`src/rtl/codec_cfg_pkg.sv`:
```
// rtl/codec_cfg_pkg.sv - shared WM8731 register map, script tables and FSM encoding
package codec_cfg_pkg;

  localparam logic [6:0] REG_LINVOL  = 7'h00;
  localparam logic [6:0] REG_RINVOL  = 7'h01;
  localparam logic [6:0] REG_ANAPATH = 7'h04;
  localparam logic [6:0] REG_DIGPATH = 7'h05;
  localparam logic [6:0] REG_PWRDOWN = 7'h06;
  localparam logic [6:0] REG_IFACE   = 7'h07;
  localparam logic [6:0] REG_SRATE   = 7'h08;
  localparam logic [6:0] REG_ACTIVE  = 7'h09;
  localparam logic [6:0] REG_RESET   = 7'h0F;

  typedef enum logic [1:0] {
    SCR_INIT     = 2'd0,
    SCR_AUDIOOFF = 2'd1,
    SCR_AUDIOON  = 2'd2,
    SCR_LOOPBACK = 2'd3
  } script_e;

  typedef enum logic [2:0] {
    ST_IDLE,
    ST_ARB,
    ST_ISSUE,
    ST_WAIT,
    ST_GAP
  } state_e;

  function automatic logic [15:0] cfg_word(input logic [6:0] addr, input logic [8:0] data);
    return {addr, data};
  endfunction

  function automatic logic [3:0] script_start(input script_e s);
    case (s)
      SCR_INIT:     return 4'd0;
      SCR_AUDIOOFF: return 4'd9;
      SCR_AUDIOON:  return 4'd10;
      default:      return 4'd12;
    endcase
  endfunction

  function automatic logic [3:0] script_len(input script_e s);
    case (s)
      SCR_INIT:     return 4'd9;
      SCR_AUDIOOFF: return 4'd1;
      SCR_AUDIOON:  return 4'd2;
      default:      return 4'd1;
    endcase
  endfunction

endpackage

```
`src/rtl/codec_cfg_rom.sv`:
```
// rtl/codec_cfg_rom.sv - combinational 13-entry table of codec register writes
module codec_cfg_rom
  import codec_cfg_pkg::*;
(
  input  logic [3:0]  i_index,
  output logic [15:0] o_word
);

  always_comb begin
    o_word = 16'h0000;
    case (i_index)
      4'd0:    o_word = cfg_word(REG_RESET,   9'h000);
      4'd1:    o_word = cfg_word(REG_PWRDOWN, 9'h010);
      4'd2:    o_word = cfg_word(REG_LINVOL,  9'h017);
      4'd3:    o_word = cfg_word(REG_RINVOL,  9'h017);
      4'd4:    o_word = cfg_word(REG_ANAPATH, 9'h012);
      4'd5:    o_word = cfg_word(REG_DIGPATH, 9'h000);
      4'd6:    o_word = cfg_word(REG_IFACE,   9'h002);
      4'd7:    o_word = cfg_word(REG_SRATE,   9'h000);
      4'd8:    o_word = cfg_word(REG_ACTIVE,  9'h001);
      4'd9:    o_word = cfg_word(REG_PWRDOWN, 9'h0FF);
      4'd10:   o_word = cfg_word(REG_PWRDOWN, 9'h000);
      4'd11:   o_word = cfg_word(REG_ANAPATH, 9'h012);
      4'd12:   o_word = cfg_word(REG_ANAPATH, 9'h00A);
      default: o_word = 16'h0000;
    endcase
  end

endmodule

```
`src/rtl/codec_cfg_sequencer.sv`:
```
// rtl/codec_cfg_sequencer.sv - runs codec init/command scripts into the I2C byte-writer
module codec_cfg_sequencer
  import codec_cfg_pkg::*;
#(
  parameter int GAP_CYC     = 64,
  parameter int TIMEOUT_CYC = 65536,
  parameter int MAX_RETRY   = 3
) (
  input  logic        i_clk,
  input  logic        i_reset_n,
  input  logic        i_loopback_req,
  input  logic        i_audioon_req,
  input  logic        i_audiooff_req,
  output logic        o_wr_valid,
  output logic [15:0] o_wr_word,
  input  logic        i_wr_ready,
  input  logic        i_wr_done,
  input  logic        i_wr_nack,
  output logic        o_busy,
  output logic        o_script_done,
  output logic        o_error,
  output logic [1:0]  o_active_script
);

  // One counter serves both WAIT and GAP, so it is sized for the larger of the two.
  localparam int CNT_MAX = (GAP_CYC > TIMEOUT_CYC) ? GAP_CYC : TIMEOUT_CYC;
  localparam int CNT_W   = (CNT_MAX > 1) ? $clog2(CNT_MAX) : 1;
  localparam int RTY_W   = (MAX_RETRY > 0) ? $clog2(MAX_RETRY + 1) : 1;
  localparam logic [CNT_W-1:0] GAP_LAST = CNT_W'(GAP_CYC - 1);
  localparam logic [CNT_W-1:0] TMO_LAST = CNT_W'(TIMEOUT_CYC - 1);
  localparam logic [RTY_W-1:0] RTY_MAX  = RTY_W'(MAX_RETRY);

  state_e             r_state;
  state_e             w_next;
  logic [3:0]         r_req_q;
  logic [3:0]         r_pending;
  logic [3:0]         r_idx;
  logic [3:0]         r_last_idx;
  logic [CNT_W-1:0]   r_cnt;
  logic [RTY_W-1:0]   r_retry;
  logic               r_last_ok;
  logic               r_done;
  logic               r_error;
  script_e            r_active;
  logic [3:0]         w_req;
  logic [3:0]         w_edge;
  logic [3:0]         w_clr;
  script_e            w_win;
  logic               w_wait_ok;
  logic               w_wait_fail;
  logic               w_gap_end;
  logic [15:0]        w_rom_word;

  codec_cfg_rom u_rom (
    .i_index (r_idx),
    .o_word  (w_rom_word)
  );

  // Bit positions follow script IDs; INIT has no request input.
  assign w_req  = {i_loopback_req, i_audioon_req, i_audiooff_req, 1'b0};
  assign w_edge = w_req & ~r_req_q;
  assign w_clr  = (r_state == ST_ARB) ? (4'b0001 << w_win) : 4'b0000;

  always_comb begin
    w_win = SCR_LOOPBACK;
    if (r_pending[SCR_INIT])          w_win = SCR_INIT;
    else if (r_pending[SCR_AUDIOOFF]) w_win = SCR_AUDIOOFF;
    else if (r_pending[SCR_AUDIOON])  w_win = SCR_AUDIOON;
  end

  always_ff @(posedge i_clk or negedge i_reset_n) begin
    if (!i_reset_n) r_state <= ST_IDLE;
    else            r_state <= w_next;
  end

  always_comb begin
    w_next      = r_state;
    w_wait_ok   = 1'b0;
    w_wait_fail = 1'b0;
    w_gap_end   = 1'b0;
    case (r_state)
      ST_IDLE:  if (|r_pending) w_next = ST_ARB;
      ST_ARB:   w_next = ST_ISSUE;
      ST_ISSUE: if (i_wr_ready) w_next = ST_WAIT;
      ST_WAIT: begin
        if (i_wr_done && !i_wr_nack) begin
          w_wait_ok = 1'b1;
          w_next    = ST_GAP;
        end else if (i_wr_done || (r_cnt == TMO_LAST)) begin
          w_wait_fail = 1'b1;
          w_next      = (r_retry < RTY_MAX) ? ST_GAP : ST_IDLE;
        end
      end
      ST_GAP: begin
        if (r_cnt == GAP_LAST) begin
          w_gap_end = 1'b1;
          w_next    = (r_last_ok && (r_idx == r_last_idx)) ? ST_IDLE : ST_ISSUE;
        end
      end
      default: w_next = ST_IDLE;
    endcase
  end

  always_ff @(posedge i_clk or negedge i_reset_n) begin
    if (!i_reset_n) begin
      r_req_q    <= 4'b0000;
      r_pending  <= 4'b0001;
      r_idx      <= 4'd0;
      r_last_idx <= 4'd0;
      r_cnt      <= '0;
      r_retry    <= '0;
      r_last_ok  <= 1'b0;
      r_done     <= 1'b0;
      r_error    <= 1'b0;
      r_active   <= SCR_INIT;
    end else begin
      r_req_q   <= w_req;
      r_pending <= (r_pending & ~w_clr) | w_edge;
      r_done    <= 1'b0;
      if (w_next != r_state)  r_cnt <= '0;
      else if (r_cnt != '1)   r_cnt <= r_cnt + CNT_W'(1);
      if (r_state == ST_ARB) begin
        r_active   <= w_win;
        r_idx      <= script_start(w_win);
        r_last_idx <= script_start(w_win) + script_len(w_win) - 4'd1;
        r_retry    <= '0;
        r_last_ok  <= 1'b0;
      end
      if (w_wait_ok) begin
        r_last_ok <= 1'b1;
        r_retry   <= '0;
      end
      if (w_wait_fail) begin
        r_last_ok <= 1'b0;
        if (r_retry < RTY_MAX) r_retry <= r_retry + RTY_W'(1);
        else                   r_error <= 1'b1;
      end
      if (w_gap_end && r_last_ok) begin
        if (r_idx == r_last_idx) begin
          r_done  <= 1'b1;
          r_error <= 1'b0;
        end else begin
          r_idx <= r_idx + 4'd1;
        end
      end
    end
  end

  assign o_wr_valid      = (r_state == ST_ISSUE);
  assign o_wr_word       = (r_state == ST_ISSUE) ? w_rom_word : 16'h0000;
  assign o_busy          = (r_state != ST_IDLE);
  assign o_script_done   = r_done;
  assign o_error         = r_error;
  assign o_active_script = r_active;

endmodule
```
`config.mk`:
```
export PLATFORM = sky130hd
export DESIGN_NAME = codec_cfg_sequencer
export DESIGN_NICKNAME = d
export VERILOG_FILES = /design/src/rtl/codec_cfg_pkg.sv /design/src/rtl/codec_cfg_rom.sv /design/src/rtl/codec_cfg_sequencer.sv
export SDC_FILE = /design/constraint.sdc
export NUM_CORES = 1
export LEC_CHECK = 0
export BUFFER_PORTS_ARGS = -buffer_cell sky130_fd_sc_hd__buf_2
export CORE_ASPECT_RATIO = 1.75
export CORE_MARGIN = 4
export CORE_UTILIZATION = 59
export CTS_CLUSTER_DIAMETER = 60
export DETAILED_ROUTE_END_ITERATION = 10
export PLACE_DENSITY = 0.9
export SYNTH_ARGS = -nofsm -noshare
export SYNTH_HDL_FRONTEND = slang
export SYNTH_HIERARCHICAL = 1
export SYNTH_SLANG_ARGS = --single-unit
```
`constraint.sdc`:
```
create_clock -name i_clk -period 2.4 [get_ports i_clk]
set_input_delay 0.12 -clock i_clk [delete_from_list [all_inputs] [get_ports i_clk]]
set_output_delay 0.12 -clock i_clk [all_outputs]
set_load 0.02 [all_outputs]
```
# ---- Yosys cells after proc, flatten, opt, wreduce, memory -nomap -nowiden
# Memory sizes are Yosys's and may differ from the RTL's.
# Cells that the tools add are included.
dict set report word_totals {
  wordCells 88
  mem_count 1
  inputBits 8
  romBits 192
  reg_bits 41
}
# memory depth width rd rd_ports_with_merged_regs wr line_no
set memory_table {}
lappend memory_table {{(name not given)} 16 12 1 0 0 codec_cfg_rom.sv:11} ;# case (i_index)
dict set report classes {
  muxes 42
  n_eq_ne 11
  n_shift 1
  reduce_logical 11
  bitwise_logic 5
  add_sub_neg 5
  order_cmp 1
}
# op n
set op_table {}
lappend op_table {{2-to-1 mux 16 bit} 3}
lappend op_table {{2-to-1 mux 4 bit} 6}
lappend op_table {{2-to-1 mux 3 bit} 6}
lappend op_table {{2-to-1 mux 1 bit} 17}
lappend op_table {{adder 16 x 1 -> 16 bit (second input constant)} 1}
lappend op_table {{equality test 16 bit (second input constant)} 1}
lappend op_table {{equality test 16 x 6 -> 1 bit (second input constant)} 1}
lappend op_table {{!= test 16 bit (second input constant)} 1}
lappend op_table {{one-hot mux 3 bit (5 select lines)} 1}
lappend op_table {{2-to-1 mux 2 bit} 7}
lappend op_table {{one-hot mux 4 bit (3 select lines)} 1}
lappend op_table {{AND 4 bit} 2}
lappend op_table {{NOT 4 bit} 2}
lappend op_table {{one-hot mux 4 bit (2 select lines)} 1}
lappend op_table {{equality test 3 x 2 -> 1 bit (second input constant)} 2}
lappend op_table {{nonzero test 3 bit} 2}
lappend op_table {{adder 4 x 1 -> 4 bit (second input constant)} 1}
lappend op_table {{adder 4 bit} 1}
lappend op_table {{equality test 4 bit} 1}
lappend op_table {{bitwise OR 4 bit} 1}
lappend op_table {{OR reduction 4 bit} 1}
lappend op_table {{left shift 1 x 2 -> 4 bit (first input constant)} 1}
lappend op_table {{subtractor 4 x 1 -> 4 bit (second input constant)} 1}
lappend op_table {{equality test 3 x 1 -> 1 bit (second input constant)} 1}
lappend op_table {{other kinds (12)} 14}

# ---- Logic depth before layout (Yosys ltp)
dict set report logic_depth {
  word_depth 8
  depth_mapped 7
}

# ---- Hierarchy
# Netlist, hierarchy kept.
# mod cells_each seq_area_each_um2 area_per_inst_um2 n_inst
set modules_own_cells {}
lappend modules_own_cells {codec_cfg_sequencer 246 1027.2 2362.3 1}
lappend modules_own_cells {codec_cfg_rom 48 0.0 337.8 1}

# ---- Worst setup path before layout
# No wires, ideal clock.
dict set report synth_timing {
  path_kind {reg2reg}
  from {register r_cnt[0]}
  to {register r_idx[3]}
  path_slack_ns 0.478
  t_arrival_ns 1.803
  path_buffers 1
  path_stages_with_launch 8
  path_cell_list {dfrtp_1 > ha_1 > and3_1 > and4_4 > and3b_1 > buf_6 > mux2_4 > o21a_1}
}
dict set report synth_between {
  elab_chain_len 5
}
# element line_no
set synth_lines {}
lappend synth_lines {{start: declaration} codec_cfg_sequencer.sv:39} ;# logic [CNT_W-1:0] r_cnt;
lappend synth_lines {{start signal: assignment} codec_cfg_sequencer.sv:121} ;# else if (r_cnt != '1) r_cnt <= r_cnt + CNT_W'(1);
lappend synth_lines {{equality test 16 x 6 -> 1 bit} codec_cfg_sequencer.sv:95} ;# if (r_cnt == GAP_LAST) begin
lappend synth_lines {{2-to-1 mux 1 bit} codec_cfg_sequencer.sv:95}
lappend synth_lines {{2-to-1 mux 1 bit} codec_cfg_sequencer.sv:81} ;# case (r_state)
lappend synth_lines {{logical AND 1 bit} codec_cfg_sequencer.sv:138} ;# if (w_gap_end && r_last_ok) begin
lappend synth_lines {{2-to-1 mux 4 bit} codec_cfg_sequencer.sv:138}
lappend synth_lines {{end signal: assignment} codec_cfg_sequencer.sv:124} ;# r_idx <= script_start(w_win);
lappend synth_lines {{end signal: assignment} codec_cfg_sequencer.sv:143} ;# r_idx <= r_idx + 4'd1;
lappend synth_lines {{end: declaration} codec_cfg_sequencer.sv:37} ;# logic [3:0] r_idx;
# No other way between the ends.
# A chain may end at the register's enable or synchronous reset.

# ---- Worst setup path after layout
dict set report layout_timing {
  from {register r_idx[1]}
  to {output o_wr_word[11]}
}
dict set report layout_between {
  elab_chain_len 2
}
# element line_no
set layout_lines {}
lappend layout_lines {{memory (16 x 12 bit)} n/a}
lappend layout_lines {{named net w_rom_word[11]} codec_cfg_sequencer.sv:52} ;# logic [15:0] w_rom_word;
lappend layout_lines {{2-to-1 mux 16 bit} codec_cfg_sequencer.sv:150} ;# assign o_wr_word = (r_state == ST_ISSUE) ? w_rom_word : 16'h0000;
lappend layout_lines {{end: declaration} codec_cfg_sequencer.sv:15} ;# output logic [15:0] o_wr_word,
# The timed path passes the listed nets, and every way through them passes these cells.

==> summary.md <==
| Metric | Value |
|---|---|
| Endpoints failing setup | 0 |
| Power per cell area | slightly above 1000 mW/mm^2 |
| Routability cong. | 0.938 |
| Vias in the first global route | 2133 |
| Commonest cells in the netlist | dfrtp_1, nand2_1, nor2_1 |
| Fin nets | 345 |
| Period minus WS final | 2.23 ns |
| Final clock period utilization by the worst path | 0.928 |
| H-tree depth | 2 |
| Avg Inst Size Synth | 9.18 sq um |
| Max Buffers Root-to-Sink | 2 |
| Die height | 97.5 um |
| M2 GR Usage | 0.393 |
| Initial antenna violation count | 0 |
| Grt total ovfl | 0 |
| Final Hold Vio Count | 0 |
| Worst endpoint required time | 2.28 ns |
| Crit-path max FO | 12 |
| Setup Buffers After CTS | 0 |
| Global routing usage on met1 | 0.219 |
| Switching Fraction | 0.444 |
| Placeable Area | 0.00440 sq mm |
| Synthesized area | 0.00270 sq mm |
| Max-cap viol count | 0 |
| Grt peak-use layer | met2 |
| FMAX | 449 MHz |
| Crit path DAT | 2.11 ns |
| Switching power | 1.32 mW |
| Pleak | 1.40 nW |
| Clock network fraction of total power | 0.144 |
| #FFs+latches synth | 41 |
| Vias/cell | 5.81 |
| Critical path endpoint category | output pin |
| Cells after synthesis | ~290 |
| Die W | 59.1 um |
| Fillers | 352 |
| I/O pin cnt | 30 |
| Clk pin slew, worst setup/hold paths | 0.07 ns |
| Cell with the most instances after synthesis | dfrtp_1 |
| Core Rows | 32 |
| Total negative slack | 0 ns |
| CP max stage cell | dfrtp_1 |
| Comb power frac | 0.516 |
| Worst rel slew slack | 0.404 |
| Status | finished clean |
| Library cells used by synthesis | 58 |
| Met3 GRT Util | 0.0359 |
| DR pass1 iterations | 4 |
| Number of DRC markers in iteration 0 | 114 |
| Worst-Skew Late Latency | 0.29 ns |
| DRC violations left | 0 |
| Buffers on Ports | 25 |
| Post-DP HPWL | approximately 4200 um |
| Worst path max stage delay | roughly 0.58 ns |
| CP most frequent cell | inv_1 |
| Num CTS Buffers | 5 |
| VDD IR max | 781 uV |
| Largest net degree at the start of global routing | 42 |
| Vias | 2167 |
| Starting Density | 0.613 |
| CTS sink count | between 40 and 50 |
| Number of synthesized flops with an enable pin | 0 |
| N_diodes | 0 |
| Area growth syn-to-layout | 8.57% |
| ANT nets after route | 0 |
| Critical Path Source Type | flop |
| Max-slew violation count | 0 |
| Drt wl/cell | 14.8 um |
| WL final | 5530 um |
| Internal cell power | 1.65 mW |
| Syn. warnings | 6 |
| Fraction of layout cells with a size suffix above 1 | 0.165 |
| Clock tree from TritonCTS | yes |
| Area contributors post-synth | dfrtp_1, ha_1, nand2_1 |
| Async SR Flop Fraction | 1.00 |
| Crit path kind | flop to output pin |
| Finished Layout Cells | 373 |
| Placed insts | 361 |
| CP Cell Sequence | inv_1, ha_1, mux4_2, inv_1, and2_1, buf_2 |
| Sequential element share of the synthesized area | 0.380 |
| Root Buffer | clkbuf_8 |
| Sequential Power Share | 0.339 |
| Worst Clk Skew | 0.00151 ns |
| RSZ-0062 raised after global routing | false |
| Global-route usage over all layers | 0.212 |
| Overall die area | 0.00577 sq mm |
| Top-area cell type share of the netlist area | 0.371 |
| Post-synth top area cell | dfrtp_1 |
| First-pass GRT wire length | ~9600 um |
| Ys flop type | dfrtp_1 |
| Worst-margin pin slew | 0.895 ns |
| HP Class | primary input to flop |
## routing by layer
layer	routed length [um]	up-vias
li1	-	1051
met1	2030	1042
met2	3100	55
met3	211	19
met4	188	0
met5	0	-
## cells in the final DEF (no fill, tap or decap), types with 5 or more instances in the layout
cell      Yosys  routed
nor3_1        6       6
and3_1        5       5
dfrtp_1      40      40
xnor2_1      14      14
buf_2         2      25
nand2_1      33      33
and2_1       17      17
o21ai_0      12      12
clkbuf_8      0       5
mux2i_1       5       5
nor2_1       30      30
a21oi_1      11      11
nand3_1       8       8
a211oi_1      5       5
inv_1        19      19
ha_1         16      16
## power groups by stage
stage | clock, mW | combinational, mW | sequential, mW
after floorplan | 0 | 1.20 | 0.990
after global placement | 0 | 1.47 | 1.01
after detailed placement | 0 | 1.53 | 1.02
after CTS | 0.438 | 1.54 | 1.01
after global routing | 0.469 | 1.72 | 1.03
final | 0.429 | 1.53 | 1.01
## stage by stage
step | instance area (sq um) | hold slack (ns) | setup WS (ns) | util | total power, mW
floorplan | 2710 | -0.176 | 0.478 | - | 2.19
global placement | 2810 | 0.242 | 0.346 | 0.638 | 2.48
detailed placement | 2810 | 0.246 | 0.257 | 0.638 | 2.55
CTS | 2930 | 0.0654 | 0.185 | 0.666 | 2.99
global route | 2930 | 0.0679 | 0.0564 | 0.666 | 3.22
finish | 2930 | 0.0700 | 0.174 | 0.666 | 2.97
## state kept, by name (all words and copies together), names as in the netlist
register	flops
r_cnt	16
r_idx	4
r_last_idx	4
r_pending	4
r_req_q	3
r_state	3
o_active_script	2
r_retry	2
o_error	1
o_script_done	1
r_last_ok	1
## critical path, delay by kind of cell (launching register included)
family | cells | cell delay [ns]
adder cells (fa/ha/maj) | 1 | 0.28
flip-flops | 1 | 0.58
buffers and inverters | 3 | 0.39
multiplexers | 1 | 0.46
AND/OR/NAND/NOR | 1 | 0.10
## timing repair
item                                   4_1_cts  5_1_grt
hold buffers                                 4        0
gates resized for setup                      0        0
endpoints found under the hold margin       43        0
## cell type report
type | instances | area, sq um | area share
sequential | 41 | 1030 | 0.350
tap | 51 | 63.8 | 0.0218
timing repair buffer | 33 | 195 | 0.0666
inverter | 19 | 71.3 | 0.0243
multi-input combinational | 221 | 1490 | 0.510
clock buffer | 8 | 80.1 | 0.0273
## logic make-up after synthesis
family	share of synthesized area
AND/OR/NAND/NOR	0.239
AO/OA/AOI/OAI	0.148
flip-flops	0.380
buffers and inverters	0.0704
adder cells (fa/ha/maj)	0.0741
XOR/XNOR	0.0454
multiplexers	0.0408
other	0.00139
## worst paths after layout
path	slack [ns]	depth (start not counted)	to	startpoint
min	0.07	2	r_last_ok	i_wr_nack
min reg2reg	0.42	1	r_pending[1]	r_req_q[1]
max reg2reg	0.21	6	r_idx[3]	r_cnt[0]
max	0.17	6	o_wr_word[11]	r_idx[1]
min in group asynchronous	0.49	2	o_active_script[0]	i_reset_n
max in group asynchronous	1.35	2	r_cnt[5]	i_reset_n
Power figures use the tool's default switching activity.
